--- src/rtl/mux_nto1_buf.sv ---
// N-way result-select mux with fixed or round-robin channel choice,
// feeding a 2-entry {data,src} output buffer with valid/ready handshaking.
module mux_nto1_buf #(
  parameter int WIDTH  = 16,
  parameter int NUM_IN = 4,
  parameter int SEL_W  = $clog2(NUM_IN)
) (
  input  logic                    clkpos,
  input  logic                    rst,
  input  logic [NUM_IN*WIDTH-1:0] in_data,
  input  logic [NUM_IN-1:0]       in_valid,
  output logic [NUM_IN-1:0]       in_ready,
  input  logic [SEL_W-1:0]        sel,
  input  logic                    rr_en,
  output logic [WIDTH-1:0]        out_data,
  output logic [SEL_W-1:0]        out_src,
  output logic                    out_valid,
  input  logic                    out_ready,
  output logic                    sel_err
);

  logic [1:0]       count;
  logic [SEL_W-1:0] rr_ptr;
  logic [WIDTH-1:0] tail_data;
  logic [SEL_W-1:0] tail_src;

  logic             space;
  logic             sel_bad;
  logic             grant_found;
  logic             push;
  logic             pop;
  logic [SEL_W-1:0] grant;
  logic [SEL_W-1:0] next_ptr;
  logic [WIDTH-1:0] grant_data;
  logic [SEL_W-1:0] grant_hi;
  logic [SEL_W-1:0] grant_lo;
  logic             found_hi;
  logic             found_lo;

  // Room is judged from the registered count only, so ready never depends on out_ready.
  assign space     = (count != 2'd2);
  assign sel_bad   = (int'(sel) >= NUM_IN);
  assign out_valid = (count != 2'd0);
  assign pop       = out_valid & out_ready;
  assign push      = |(in_ready & in_valid);
  assign next_ptr  = (int'(grant) == NUM_IN - 1) ? '0 : grant + SEL_W'(1);

  // Round-robin: lowest valid channel at or above rr_ptr wins, else lowest below it.
  always_comb begin
    grant_hi = '0;
    grant_lo = '0;
    found_hi = 1'b0;
    found_lo = 1'b0;
    for (int i = NUM_IN - 1; i >= 0; i--) begin
      if (in_valid[i]) begin
        if (i >= int'(rr_ptr)) begin
          grant_hi = SEL_W'(i);
          found_hi = 1'b1;
        end else begin
          grant_lo = SEL_W'(i);
          found_lo = 1'b1;
        end
      end
    end
    if (rr_en) begin
      grant       = found_hi ? grant_hi : grant_lo;
      grant_found = found_hi | found_lo;
    end else begin
      grant       = sel;
      grant_found = !sel_bad;
    end
  end

  always_comb begin
    grant_data = '0;
    in_ready   = '0;
    for (int i = 0; i < NUM_IN; i++) begin
      if (SEL_W'(i) == grant) begin
        grant_data  = in_data[i*WIDTH +: WIDTH];
        in_ready[i] = grant_found & space;
      end
    end
  end

  // The head entry lives directly in out_data/out_src so it holds its value once popped.
  always_ff @(posedge clkpos or posedge rst) begin
    if (rst) begin
      count     <= 2'd0;
      rr_ptr    <= '0;
      out_data  <= '0;
      out_src   <= '0;
      tail_data <= '0;
      tail_src  <= '0;
      sel_err   <= 1'b0;
    end else begin
      sel_err <= !rr_en && sel_bad;
      if (push && rr_en) begin
        rr_ptr <= next_ptr;
      end
      case ({push, pop})
        2'b10: begin
          count <= count + 2'd1;
          if (count == 2'd0) begin
            out_data <= grant_data;
            out_src  <= grant;
          end else begin
            tail_data <= grant_data;
            tail_src  <= grant;
          end
        end
        2'b01: begin
          count <= count - 2'd1;
          if (count == 2'd2) begin
            out_data <= tail_data;
            out_src  <= tail_src;
          end
        end
        2'b11: begin
          out_data <= grant_data;
          out_src  <= grant;
        end
        default: ;
      endcase
    end
  end

endmodule
--- config.mk ---
export PLATFORM = sky130hd
export DESIGN_NAME = mux_nto1_buf
export DESIGN_NICKNAME = d
export VERILOG_FILES = /design/src/rtl/mux_nto1_buf.sv
export SDC_FILE = /design/constraint.sdc
export NUM_CORES = 1
export LEC_CHECK = 0
export ABC_AREA = 0
export BUFFER_PORTS_ARGS = -buffer_cell sky130_fd_sc_hd__clkbuf_2
export CAP_MARGIN = 40
export CORE_MARGIN = 2
export CORE_UTILIZATION = 39
export DETAILED_ROUTE_END_ITERATION = 8
export HOLD_SLACK_MARGIN = 0.1
export PLACE_DENSITY = 0.78
export SLEW_MARGIN = 20
export SYNTH_ARGS = -nofsm -noshare
export SYNTH_HDL_FRONTEND = slang
export SYNTH_SLANG_ARGS = --single-unit
--- constraint.sdc ---
create_clock -name clkpos -period 2.7 [get_ports clkpos]
set_input_delay 0.135 -clock clkpos [delete_from_list [all_inputs] [get_ports clkpos]]
set_output_delay 0.135 -clock clkpos [all_outputs]
set_load 0.05 [all_outputs]
After elaboration in Yosys (flattened, before gate mapping)
Cells that the tools add are included.
{"block": "totals", "reg_bits": 40, "inputBits": 74}
{"block": "op_classes", "addsub": 3, "order_cmp": 3, "n_eq_ne": 11, "n_mux": 45, "n_bitwise": 5, "n_reduce_logical": 9}
{"cell": "16-bit 2-to-1 mux", "count": 6}
{"cell": "16-bit case mux with 3 select lines", "count": 1}
{"cell": "2-bit 2-to-1 mux", "count": 18}
{"cell": "1-bit 2-to-1 mux", "count": 18}
{"cell": "2-bit == test, second input constant", "count": 3}
{"cell": "2-bit != test, second input constant", "count": 3}
{"cell": "2-bit case mux with 3 select lines", "count": 1}
{"cell": "2-bit by 1-bit adder with 2-bit output, second input constant", "count": 2}
{"cell": "4-bit bitwise AND", "count": 1}
{"cell": "2-bit by 1-bit == test with 1-bit output, second input constant", "count": 2}
{"cell": "2-bit == test, first input constant", "count": 2}
{"cell": "1-bit by 2-bit greater-or-equal comparator with 1-bit output, first input constant", "count": 2}
{"cell": "2-bit logical NOT", "count": 2}
{"cell": "2-bit case mux with 2 select lines", "count": 1}
{"cell": "2-bit nonzero test", "count": 2}
{"cell": "4-bit OR reduction", "count": 1}
{"cell": "3-bit AND reduction", "count": 1}
{"cell": "3-bit nonzero test", "count": 1}
{"cell": "1-bit bitwise AND", "count": 2}
{"cell": "1-bit by 2-bit == test with 1-bit output, first input constant", "count": 1}
{"cell": "2-bit greater-or-equal comparator, first input constant", "count": 1}
{"cell": "2-bit AND reduction", "count": 1}
{"cell": "2-bit by 1-bit subtractor with 2-bit output, second input constant", "count": 1}
{"cell": "1-bit logical AND", "count": 1}
{"cell": "2 further kinds", "count": 2}

Depth between registers and ports, before layout
Gate-level depths: netlist of run 1.
{"block": "depth", "depth_word": 16, "mapped_depth": 11, "mapped_depth_nobuf": 9}

Worst setup path after synthesis of run 1
No wires, ideal clock.
{"block": "synth_path", "path_kind": "register to register", "start": "register rr_ptr[1]", "end": "register out_data[0]", "setup_time_ns": 0.126, "arrival_ns": 2.442, "setup_slack_ns": 0.132, "path_stages_with_launch": 12, "path_buffers": 2, "period_less_slack_ns": 2.568, "path_cell_list": "dfrtp_1 nand2b_1 a21o_1 a32oi_1 inv_1 ha_1 buf_2 or2_4 buf_4 a221oi_2 nor3b_1 a221o_1"}
{"block": "synth_between", "elab_chain_len": 16, "elab_cells_between_ends": 55}
{"element": "from (decl)", "line_no": "23", "text": "logic [SEL_W-1:0] rr_ptr;"}
{"element": "from (signal assigned)", "line_no": "98", "text": "rr_ptr <= next_ptr;"}
{"element": "2-bit greater-or-equal comparator", "line_no": "56", "text": "if (i >= int'(rr_ptr)) begin"}
{"element": "2-bit 2-to-1 mux or 1-bit 2-to-1 mux (tied branches)", "line_no": "56"}
{"element": "2-bit 2-to-1 mux or 1-bit 2-to-1 mux (tied branches)", "line_no": "55", "text": "if (in_valid[i]) begin"}
{"element": "2-bit 2-to-1 mux or 1-bit 2-to-1 mux (tied branches)", "line_no": "56"}
{"element": "2-bit 2-to-1 mux or 1-bit 2-to-1 mux (tied branches)", "line_no": "55"}
{"element": "2-bit 2-to-1 mux or 1-bit 2-to-1 mux (tied branches)", "line_no": "56"}
{"element": "2-bit 2-to-1 mux or 1-bit 2-to-1 mux (tied branches)", "line_no": "55"}
{"element": "2-bit 2-to-1 mux (*)", "line_no": "66", "text": "grant = found_hi ? grant_hi : grant_lo;"}
{"element": "2-bit 2-to-1 mux (*)", "line_no": "65", "text": "if (rr_en) begin"}
{"element": "via grant[0]", "line_no": "32", "text": "logic [SEL_W-1:0] grant;"}
{"element": "1-bit by 2-bit == test with 1-bit output, or another cell as far along", "line_no": "78", "text": "if (SEL_W'(i) == grant) begin"}
{"element": "1-bit 2-to-1 mux or 16-bit 2-to-1 mux (tied branches)", "line_no": "78"}
{"element": "4-bit bitwise AND or 16-bit 2-to-1 mux (tied branches)", "line_no": "45, 78"}
{"element": "4-bit OR reduction or 16-bit 2-to-1 mux (tied branches)", "line_no": "45, 78"}
{"element": "2-bit by 1-bit == test with 1-bit output, or another cell as far along", "line_no": "100", "text": "case ({push, pop})"}
{"element": "2-bit != test (no source line), or another cell as far along"}
{"element": "3-bit AND reduction (no source line) or 16-bit case mux with 3 select lines (tied branches)"}
{"element": "to (signal assigned)", "line_no": "104", "text": "out_data <= grant_data;"}
{"element": "to (signal assigned)", "line_no": "114", "text": "out_data <= tail_data;"}
{"element": "to (signal assigned)", "line_no": "119", "text": "out_data <= grant_data;"}
{"element": "to (decl)", "line_no": "15", "text": "output logic [WIDTH-1:0] out_data,"}
Mark *: on every way through the listed nets, which the timed path passes. The rest lies on a longest branch. The select of a mux whose other input is x is not followed.
A chain may end at the register's enable or synchronous reset.

Worst setup path after layout of run 1
{"block": "layout_path", "start": "register rr_ptr[1]", "end": "register tail_data[15]"}
{"block": "layout_between", "elab_chain_len": 15, "elab_cells_between_ends": 48}
{"element": "2-bit greater-or-equal comparator", "line_no": "56"}
{"element": "2-bit 2-to-1 mux or 1-bit 2-to-1 mux (tied branches)", "line_no": "56"}
{"element": "2-bit 2-to-1 mux or 1-bit 2-to-1 mux (tied branches)", "line_no": "55"}
{"element": "2-bit 2-to-1 mux or 1-bit 2-to-1 mux (tied branches)", "line_no": "56"}
{"element": "2-bit 2-to-1 mux or 1-bit 2-to-1 mux (tied branches)", "line_no": "55"}
{"element": "2-bit 2-to-1 mux or 1-bit 2-to-1 mux (tied branches)", "line_no": "56"}
{"element": "2-bit 2-to-1 mux or 1-bit 2-to-1 mux (tied branches)", "line_no": "55"}
{"element": "2-bit 2-to-1 mux or 1-bit OR (tied branches)", "line_no": "66, 67"}
{"element": "2-bit 2-to-1 mux or 1-bit 2-to-1 mux (tied branches)", "line_no": "65"}
{"element": "1-bit by 2-bit == test with 1-bit output, or another cell as far along", "line_no": "78"}
{"element": "1-bit 2-to-1 mux", "line_no": "78"}
{"element": "4-bit bitwise AND", "line_no": "45", "text": "assign push = |(in_ready & in_valid);"}
{"element": "4-bit OR reduction", "line_no": "45"}
{"element": "2-bit == test", "line_no": "100"}
{"element": "2-bit AND reduction (no source line)"}
{"element": "to (signal assigned)", "line_no": "107", "text": "tail_data <= grant_data;"}
{"element": "to (decl)", "line_no": "24", "text": "logic [WIDTH-1:0] tail_data;"}
Several ways; a longest one is shown, not always the timed one.

==> results.cfg, run 1 <==
[outcome]
status = finished, final reports clean

[global_route]
grt_pass1_vias = 2339
grt_use_total = 0.200
grt_pass1_wl_mm = 11.5
grt_max_degree = 41
antenna_found_initial = 0
gr-total-overflow = 0

[drt]
dr.pass1.iters = 4
drt_iter0_markers = 229
ant_nets = 0
wire_per_inst_microns = 16.7
num_vias = 2371
vias_per_cell = 5.66
totalWireLength_mm = 7.00
drcViolationCount = 0

[synthesis]
ys_seq_area_frac = 0.397
synth_top_cell_by_area = dfrtp_1
synth_area_leaders = dfrtp_1, a221o_1, a221oi_2, nor2b_1, o31ai_1
syn_area_sq_mm = 0.00252
yosysWarnings = 0
ys.flop_type = dfrtp_1
synth_edf_count = 0
syn_avg_cell_area_sq_um = 10.5
synth_common_cells = dfrtp_1, nand2_1, nor2b_1, a221o_1, o31ai_1
yosysTopAreaCellShare = 0.397
postSynthCellCount = 239
yosys.cell_count.top_type = dfrtp_1
syn-num-nets = 317
synth_cell_types = 43
synth_async_sr_flop_share = 1.00
ys_ff_latch = 40

[sta]
hold_viol = 0
setup_slack_ps = 143
setup_viol = 0
finalSetupTns_ps = 0
clock_skew_ps = 5.96
layout_min_cycle_time_ps = 2560
fmax_mhz = 391
slew_violations = 0
rsz0062_at_grt = no
max_slew.worst_pin.slew_ps = 502
fin_crit_sh = 0.947
relSlewSlack = 0.665

[hold_path]
worstHoldPathType = input port to flop
hp-start = in_data[41]

[critical_path]
cpMostUsedCell = buf_4
slowest_stage = dfrtp_2
cp-start-kind = flop
max_stage_delay_ps = 450
cp.arrival_ps = 2740
critPathCaptureType = flop
required_ps = 2890
path_max_fanout = 15
r2r-start = rr_ptr[1]$_DFFE_PP0P_
path_cells = mux2i_1 -> o21a_1 -> a32oi_2 -> buf_4 -> ha_2 -> a22oi_4 -> a211o_1 -> buf_4 -> mux2_4
crit_path_start = rr_ptr[1]$_DFFE_PP0P_
critical_path_class = flop to flop

[pwr]
pwr-share-clk = 0.149
power.density_mw_per_mm2 = 1070
pwr-share-comb = 0.550
switching_share = 0.455
peakVddDrop_mv = 0.462
p_int_mw = 1.92
p_leak_nw = 1.59
power_frac_seq = 0.301
p_sw_mw = 1.60

[final_layout]
fin_util = 0.520
syn_to_final_growth_pct = 30.2
nNetsFinal = 419
fillers = 600
multi_input_area_sq_mm = 0.00142
regArea_sq_mm = 0.00100
drive_above_1_share = 0.453
antenna_cells = 0

[die]
fp-row-count = 29
die_y_microns = 84.4
coreArea_sq_mm = 0.00631
initial_utilization = 0.399
io_pins = 98
die_w_microns = 84.4
die-area_sq_mm = 0.00712

[clock_tree]
clk_latency_ps = 300
cts_tree = built
htree_levels = 2
numCtsBuffers = 5
clock-sinks = 40
clock_path_buffers = 2
path_clk_slew_ps = 80
clock-root-buffer = clkbuf_8

[place]
place_ws_ps = 52.2
globalplace.congestion = 0.869
hpwl_mm = 5.27
portBuffers = 96

[flow_run]
cap_viol_max_count = 0
layout make-up:
type | count | area share
sequential | 40 | 0.305
timing repair buffer | 112 | 0.187
multi-input combinational | 175 | 0.433
clock buffer | 6 | 0.0252
clock inverter | 2 | 0.0118
inverter | 7 | 0.00800
tap | 77 | 0.0293
worst paths after layout:
check	end	slack (ps)	cells past startpoint
max in group asynchronous	rr_ptr[1]$_DFFE_PP0P_	1840	4
min reg2reg	tail_data[3]$_DFFE_PP0P_	490	2
max reg2reg	tail_data[15]$_DFFE_PP0P_	140	9
min	tail_data[9]$_DFFE_PP0P_	200	3
max	tail_data[15]$_DFFE_PP0P_	140	9
min in group asynchronous	out_data[1]$_DFFE_PP0P_	480	4
state kept, by name (all words and copies together) (netlist names):
name,cells
count,2
out_data,16
out_src,2
rr_ptr,2
tail_data,16
tail_src,2
power by group through the flow:
stage               combinational [mW]  clock, mW  sequential, mW
floorplan                         1.11          0            1.39
global placement                  1.88          0            1.05
detailed placement                1.91          0            1.06
CTS                               1.92      0.532            1.06
global route                      2.08      0.557            1.09
finish                            1.94      0.526            1.06
metrics by stage:
stage	hold WS, ps	cell area (sq um)	instances	total power, mW
2_1_floorplan	353	2520	239	2.50
3_3_place_gp	265	3110	408	2.94
3_5_place_dp	273	3110	408	2.98
4_1_cts	188	3240	417	3.51
5_1_grt	207	3280	419	3.73
6_report	195	3280	419	3.52
layout by cell type, fill, tap and decap left out, types with 6 or more instances in the layout:
cell type,synthesis,final
nand2_1,23,23
clkbuf_8,0,6
o31ai_1,16,16
a21oi_1,10,10
a221o_1,17,17
nor3b_1,10,10
a221oi_2,10,11
dfrtp_1,40,39
buf_4,6,14
o22ai_1,11,11
inv_1,6,6
clkbuf_2,0,96
nor2b_1,22,22
repair_timing:
action,4_1_cts,5_1_grt
buffers inserted,0,2
resized for setup,0,8
hold buffers,1,0
endpoints found under the setup margin,0,34
endpoints found under the hold margin,40,0
metal layers:
metal	track usage	routed length [microns]
met1	0.265	3060
met2	0.329	3460
met3	0.0442	369
met4	0.0635	118
met5	0	0
logic make-up after synthesis:
family | after synthesis | synth area share
fa+ha+maj | 4 | 0.0199
flops | 40 | 0.397
simple gates | 69 | 0.159
compound gates | 92 | 0.327
other cells | 1 | 0.00149
mux | 9 | 0.0466
buf+inv | 24 | 0.0496
worst max-delay path: cells and delay by family, from the launching register on:
family / cells / cell delay [ps]
AOI/OAI and AO/OA: 4 / 900
DFF: 1 / 450
muxes: 2 / 450
buffers and inverters: 2 / 380
adders and majority gates: 1 / 260
No activity file was read; power rests on OpenSTA's default activity.
==> run 2, diff against run 1 <==
- GPL_TIMING_DRIVEN: unset -> 0
==> run 2 against run 1 <==
  * First-iteration DRC count decreased by 6.1%
  * Sequential power about the same
  * Total power increased by 3.5%
  * Sequential cell count unchanged
  * Clock-buffer cell count decreased by 1
  * Combinational power increased by 14%
  * Largest power group unchanged
==> results.cfg, run 2 (synthesis results as in run 1) <==
[drt]
dr.pass1.iters = 4
ant_nets = 0
wire_per_inst_microns = 18.5
drcViolationCount = 0
num_vias = 2534
vias_per_cell = 5.92
drt_iter0_markers = 215
totalWireLength_mm = 7.90

[place]
hpwl_mm = 5.61
postPlaceCellArea_sq_mm = 0.00313
globalplace.congestion = 0.922
portBuffers = 96

[critical_path]
critPathCaptureType = flop
r2r_cells = 11
path_max_fanout = 10
cp-start-kind = flop
required_ps = 2870
r2r_setup_slack_ps = 70
critical_path_class = flop to flop
timing.rr.end = out_data[12]$_DFFE_PP0P_
r2r-start = rr_ptr[1]$_DFFE_PP0P_
cp.arrival_ps = 2810

[die]
initial_utilization = 0.399
coreArea_sq_mm = 0.00631
die_y_microns = 84.4
fp-row-count = 29
die-area_sq_mm = 0.00712
die_w_microns = 84.4
io_pins = 98

[global_route]
grt_pass1_wl_mm = 12.3
grt_max_degree = 23
grt_use_met3 = 0.0393
gr-total-overflow = 0
grt_pass1_vias = 2395
use_met2 = 0.364
antenna_found_initial = 0
grt.busiest_layer = met2
grt_use_total = 0.216
use_met1 = 0.288

[sta]
fin_crit_sh = 0.975
setup_viol = 0
max_slew.worst_pin.slew_ps = 554
hold_ws_ps = 187
slew_violations = 0
fmax_mhz = 380
hold_viol = 0
layout_min_cycle_time_ps = 2630
relSlewSlack = 0.631
clock_skew_ps = 5.40
rsz0062_at_grt = yes

[clock_tree]
clock-root-buffer = clkbuf_8
path_clk_slew_ps = 80
clk_latency_ps = 290
numCtsBuffers = 5
clock-sinks = 40
clock_path_buffers = 2
cts_tree = built
htree_levels = 2

[flow_run]
cap_viol_max_count = 0

[pwr]
peakVddDrop_mv = 0.650
power.density_mw_per_mm2 = 1040
p_leak_nw = 1.66

[hold_path]
worstHoldPathType = input port to flop
hold_end = tail_data[3]$_DFFE_PP0P_
hp-start = in_data[35]
hold_depth = 3

[outcome]
status = finished, final reports clean

[final_layout]
mostFrequentLayoutCell = clkbuf_2
nNetsFinal = 429
fillers = 557
syn_to_final_growth_pct = 39.5
fin_area_sq_mm = 0.00352
antenna_cells = 0
final_cell_mix = clkbuf_2, dfrtp_1, nand2_1
drive_above_1_share = 0.496
top_regs = out_data: 16 flops, tail_data: 16 flops
## run 2: cell count changes in the layout (fill, tap and decap cells not counted), sizes merged
| cell | previous run | this run |
|---|---|---|
| buf | 15 | 23 |
| clkinv | 2 | 1 |
| clkbuf | 102 | 103 |
| bufinv | 1 | 0 |
| clkinvlp | 0 | 2 |
## run 2: area by class of cell
class	count	area, sq um	area share
tap	77	96.3	0.0274
sequential	40	1000	0.285
inverter	7	30.0	0.00854
clock buffer	5	68.8	0.0196
buffer	16	150	0.0427
multi-input combinational	175	1570	0.445
timing repair buffer	106	591	0.168
clock inverter	2	12.5	0.00356
## run 2: layer usage
metal | vias up | wire, microns
li1 | 1149 | -
met1 | 1260 | 3150
met2 | 114 | 4120
met3 | 11 | 531
met4 | 0 | 102
met5 | - | 0
## run 2: worst max-delay path by stage
| stage | start | to | slack [ps] | cells past startpoint |
|---|---|---|---|---|
| final | rr_ptr[1]$_DFFE_PP0P_ | out_data[12]$_DFFE_PP0P_ | 70 | 11 |
| after global routing | rr_ptr[1]$_DFFE_PP0P_ | out_data[11]$_DFFE_PP0P_ | -60 | 11 |
| after CTS | rr_ptr[1]$_DFFE_PP0P_ | out_data[10]$_DFFE_PP0P_ | 3 | 11 |
| after detailed placement | rr_ptr[1]$_DFFE_PP0P_ | tail_data[5]$_DFFE_PP0P_ | -360 | 10 |
| after global placement | rr_ptr[1]$_DFFE_PP0P_ | tail_data[7]$_DFFE_PP0P_ | -220 | 10 |
| after floorplan | rr_ptr[1]$_DFFE_PP0P_ | out_data[0]$_DFFE_PP0P_ | 130 | 11 |
## run 2: through the flow
stage,power [mW],setup WS (ps),TNS [ps],util,std cells
final,3.65,66.6,0,0.557,428
after global routing,3.83,-58.4,-212,0.557,428
after CTS,3.51,2.66,0,0.532,425
after detailed placement,3.01,-359,-9970,0.495,413
after global placement,2.93,-220,-6520,0.491,412
after floorplan,2.50,132,0,-,239
## run 2: repair_timing
action                                  CTS  global route
endpoints found under the hold margin    18             0
resized for setup                        20            30
pin swaps                                 3            13
hold buffers                              1             0
setup buffers                             5             3
endpoints found under the setup margin   42            42
## run 2: worst max-delay path, cell delays in order (launching register included)
cell and delay [ps]:
dfrtp_2 440, mux2i_1 140, o21a_1 230, a32oi_4 290, inv_2 70, ha_2 190
buf_6 140, or2_4 260, buf_12 160, a221oi_4 230, nor3b_2 80, a221o_1 270
## run 2: power by group
group | switching (mW) | internal, mW
clock | 0.211 | 0.175
sequential | 0.183 | 0.869
combinational | 1.33 | 0.875
==> run 3, diff against run 2 <==
- REMOVE_ABC_BUFFERS: unset -> 1
==> run 3 against run 2 <==
  * Die area stayed put
  * Worst setup slack better by 23 ps
  * Non-clock buffer count is 6 lower
  * Highest routed layer unchanged
  * Hold slack better by 27 ps
  * First-iteration DRC count is 30% lower
  * Cell area is 1.7% lower
==> results.cfg, run 3 (synthesis results as in run 1) <==
[clock_tree]
clock_path_buffers = 2
htree_levels = 2
clock-root-buffer = clkbuf_8
clock-sinks = 40
clk_latency_ps = 280
path_clk_slew_ps = 80
cts_tree = built
numCtsBuffers = 5

[final_layout]
syn_to_final_growth_pct = 37.2
drive_above_1_share = 0.474
final_cell_mix = clkbuf_2, dfrtp_1, nand2_1
mostFrequentLayoutCell = clkbuf_2
nNetsFinal = 426
top_regs = out_data: 16 flops, tail_data: 16 flops
instances_no_fill = 425
antenna_cells = 0

[die]
coreArea_sq_mm = 0.00631
die_y_microns = 84.4
die_w_microns = 84.4
initial_utilization = 0.399
die-area_sq_mm = 0.00712
io_pins = 98
fp-row-count = 29

[sta]
layout_min_cycle_time_ps = 2610
slew_violations = 0
clock_skew_ps = 8.39
relSlewSlack = 0.570
hold_ws_ps = 214
fin_crit_sh = 0.967
setup_viol = 0
rsz0062_at_grt = no
fmax_mhz = 383
hold_viol = 0
finalSetupTns_ps = 0
max_slew.worst_pin.slew_ps = 645
setup_slack_ps = 90.0

[pwr]
switching_share = 0.471
p_leak_nw = 1.64
pwr-share-comb = 0.596
power.density_mw_per_mm2 = 1040
power_frac_seq = 0.299
p_int_mw = 1.89
power_mw = 3.58
p_sw_mw = 1.69
peakVddDrop_mv = 0.524
pwr-share-clk = 0.105

[drt]
dr.pass1.iters = 4
wire_per_inst_microns = 17.5
vias_per_cell = 5.70
drcViolationCount = 0
totalWireLength_mm = 7.43
num_vias = 2424
drt_iter0_markers = 150
ant_nets = 0

[critical_path]
slowest_stage = dfrtp_2
path_max_fanout = 6
max_stage_delay_ps = 450
required_ps = 2860
crit_path_start = rr_ptr[1]$_DFFE_PP0P_
path_cells = nand2b_1 -> a21o_1 -> a32oi_4 -> buf_4 -> ha_4 -> a22oi_4 -> a211o_4 -> buf_4 -> mux2_4
cp_top_family = compound AO/OA/AOI/OAI gates
critPathCaptureType = flop
r2r-start = rr_ptr[1]$_DFFE_PP0P_
critical_path_class = flop to flop
cp_num_buf_inv = 2
cp.arrival_ps = 2770
cpMostUsedCell = buf_4
cp-start-kind = flop

[hold_path]
worstHoldPathType = input port to flop
hp-start = in_data[34]

[place]
portBuffers = 96
hpwl_mm = 5.07
place_ws_ps = -689
post-place-cells = 399
globalplace.congestion = 0.781

[global_route]
gr-total-overflow = 0
grt_use_total = 0.206
antenna_found_initial = 0
grt_pass1_vias = 2316
grt_max_degree = 25
grt_pass1_wl_mm = 11.9

[flow_run]
cap_viol_max_count = 0

[outcome]
status = finished, final reports clean
==> run 3: repair_timing <==
action                                 CTS  global route
setup buffers                            6             9
pin swaps                                6             3
resized for setup                       12            12
hold buffers                             1             0
endpoints found under the hold margin   16             0
cloned                                   2             1
setup endpoints to repair               42            37
==> run 3: final timing paths <==
kind                                                  to  slack (ps)  depth (start not counted)
worst min register to register  tail_data[2]$_DFFE_PP0P_         490                          2
worst max register to register  tail_data[7]$_DFFE_PP0P_          90                          9
worst min-delay path            tail_data[2]$_DFFE_PP0P_         210                          3
min in group asynchronous         out_src[0]$_DFFE_PP0P_         370                          3
max in group asynchronous          rr_ptr[1]$_DFFE_PP0P_        1870                          4
worst max-delay path            tail_data[7]$_DFFE_PP0P_          90                          9
==> run 3: power groups by stage <==
stage | Combinational, mW | Clock (mW) | Sequential [mW]
floorplan | 1.04 | 0 | 1.40
global placement | 1.80 | 0 | 1.05
detailed placement | 1.87 | 0 | 1.07
CTS | 2.03 | 0.379 | 1.06
global route | 2.28 | 0.410 | 1.11
finish | 2.13 | 0.374 | 1.07
==> run 3: layout make-up <==
type / count / area (sq um)
clock inverters: 1 / 5.00
multi-input cells: 178 / 1540
well taps: 77 / 96.3
clock buffers: 6 / 72.6
repair buffers: 116 / 716
inverters: 7 / 26.3
fillers: 569 / 2860
flip-flops and latches: 40 / 1000
==> run 3: per-stage QoR <==
step                cell area (sq um)  utilization
finish                           3460        0.548
global route                     3460        0.548
CTS                              3320        0.526
detailed placement               3060        0.485
global placement                 3000        0.475
floorplan                        2420            -
==> run 3: per-layer routing <==
layer | track usage | wire [microns] | up-vias
li1 | - | - | 1152
met1 | 0.293 | 3370 | 1182
met2 | 0.339 | 3600 | 82
met3 | 0.0315 | 372 | 8
met4 | 0.0390 | 88 | 0
met5 | 0 | 0 | -
==> run 3: worst min-delay path, stage by stage <==
cell and delay, ps:
clkbuf_2 80, o22ai_1 150, o31ai_1 80
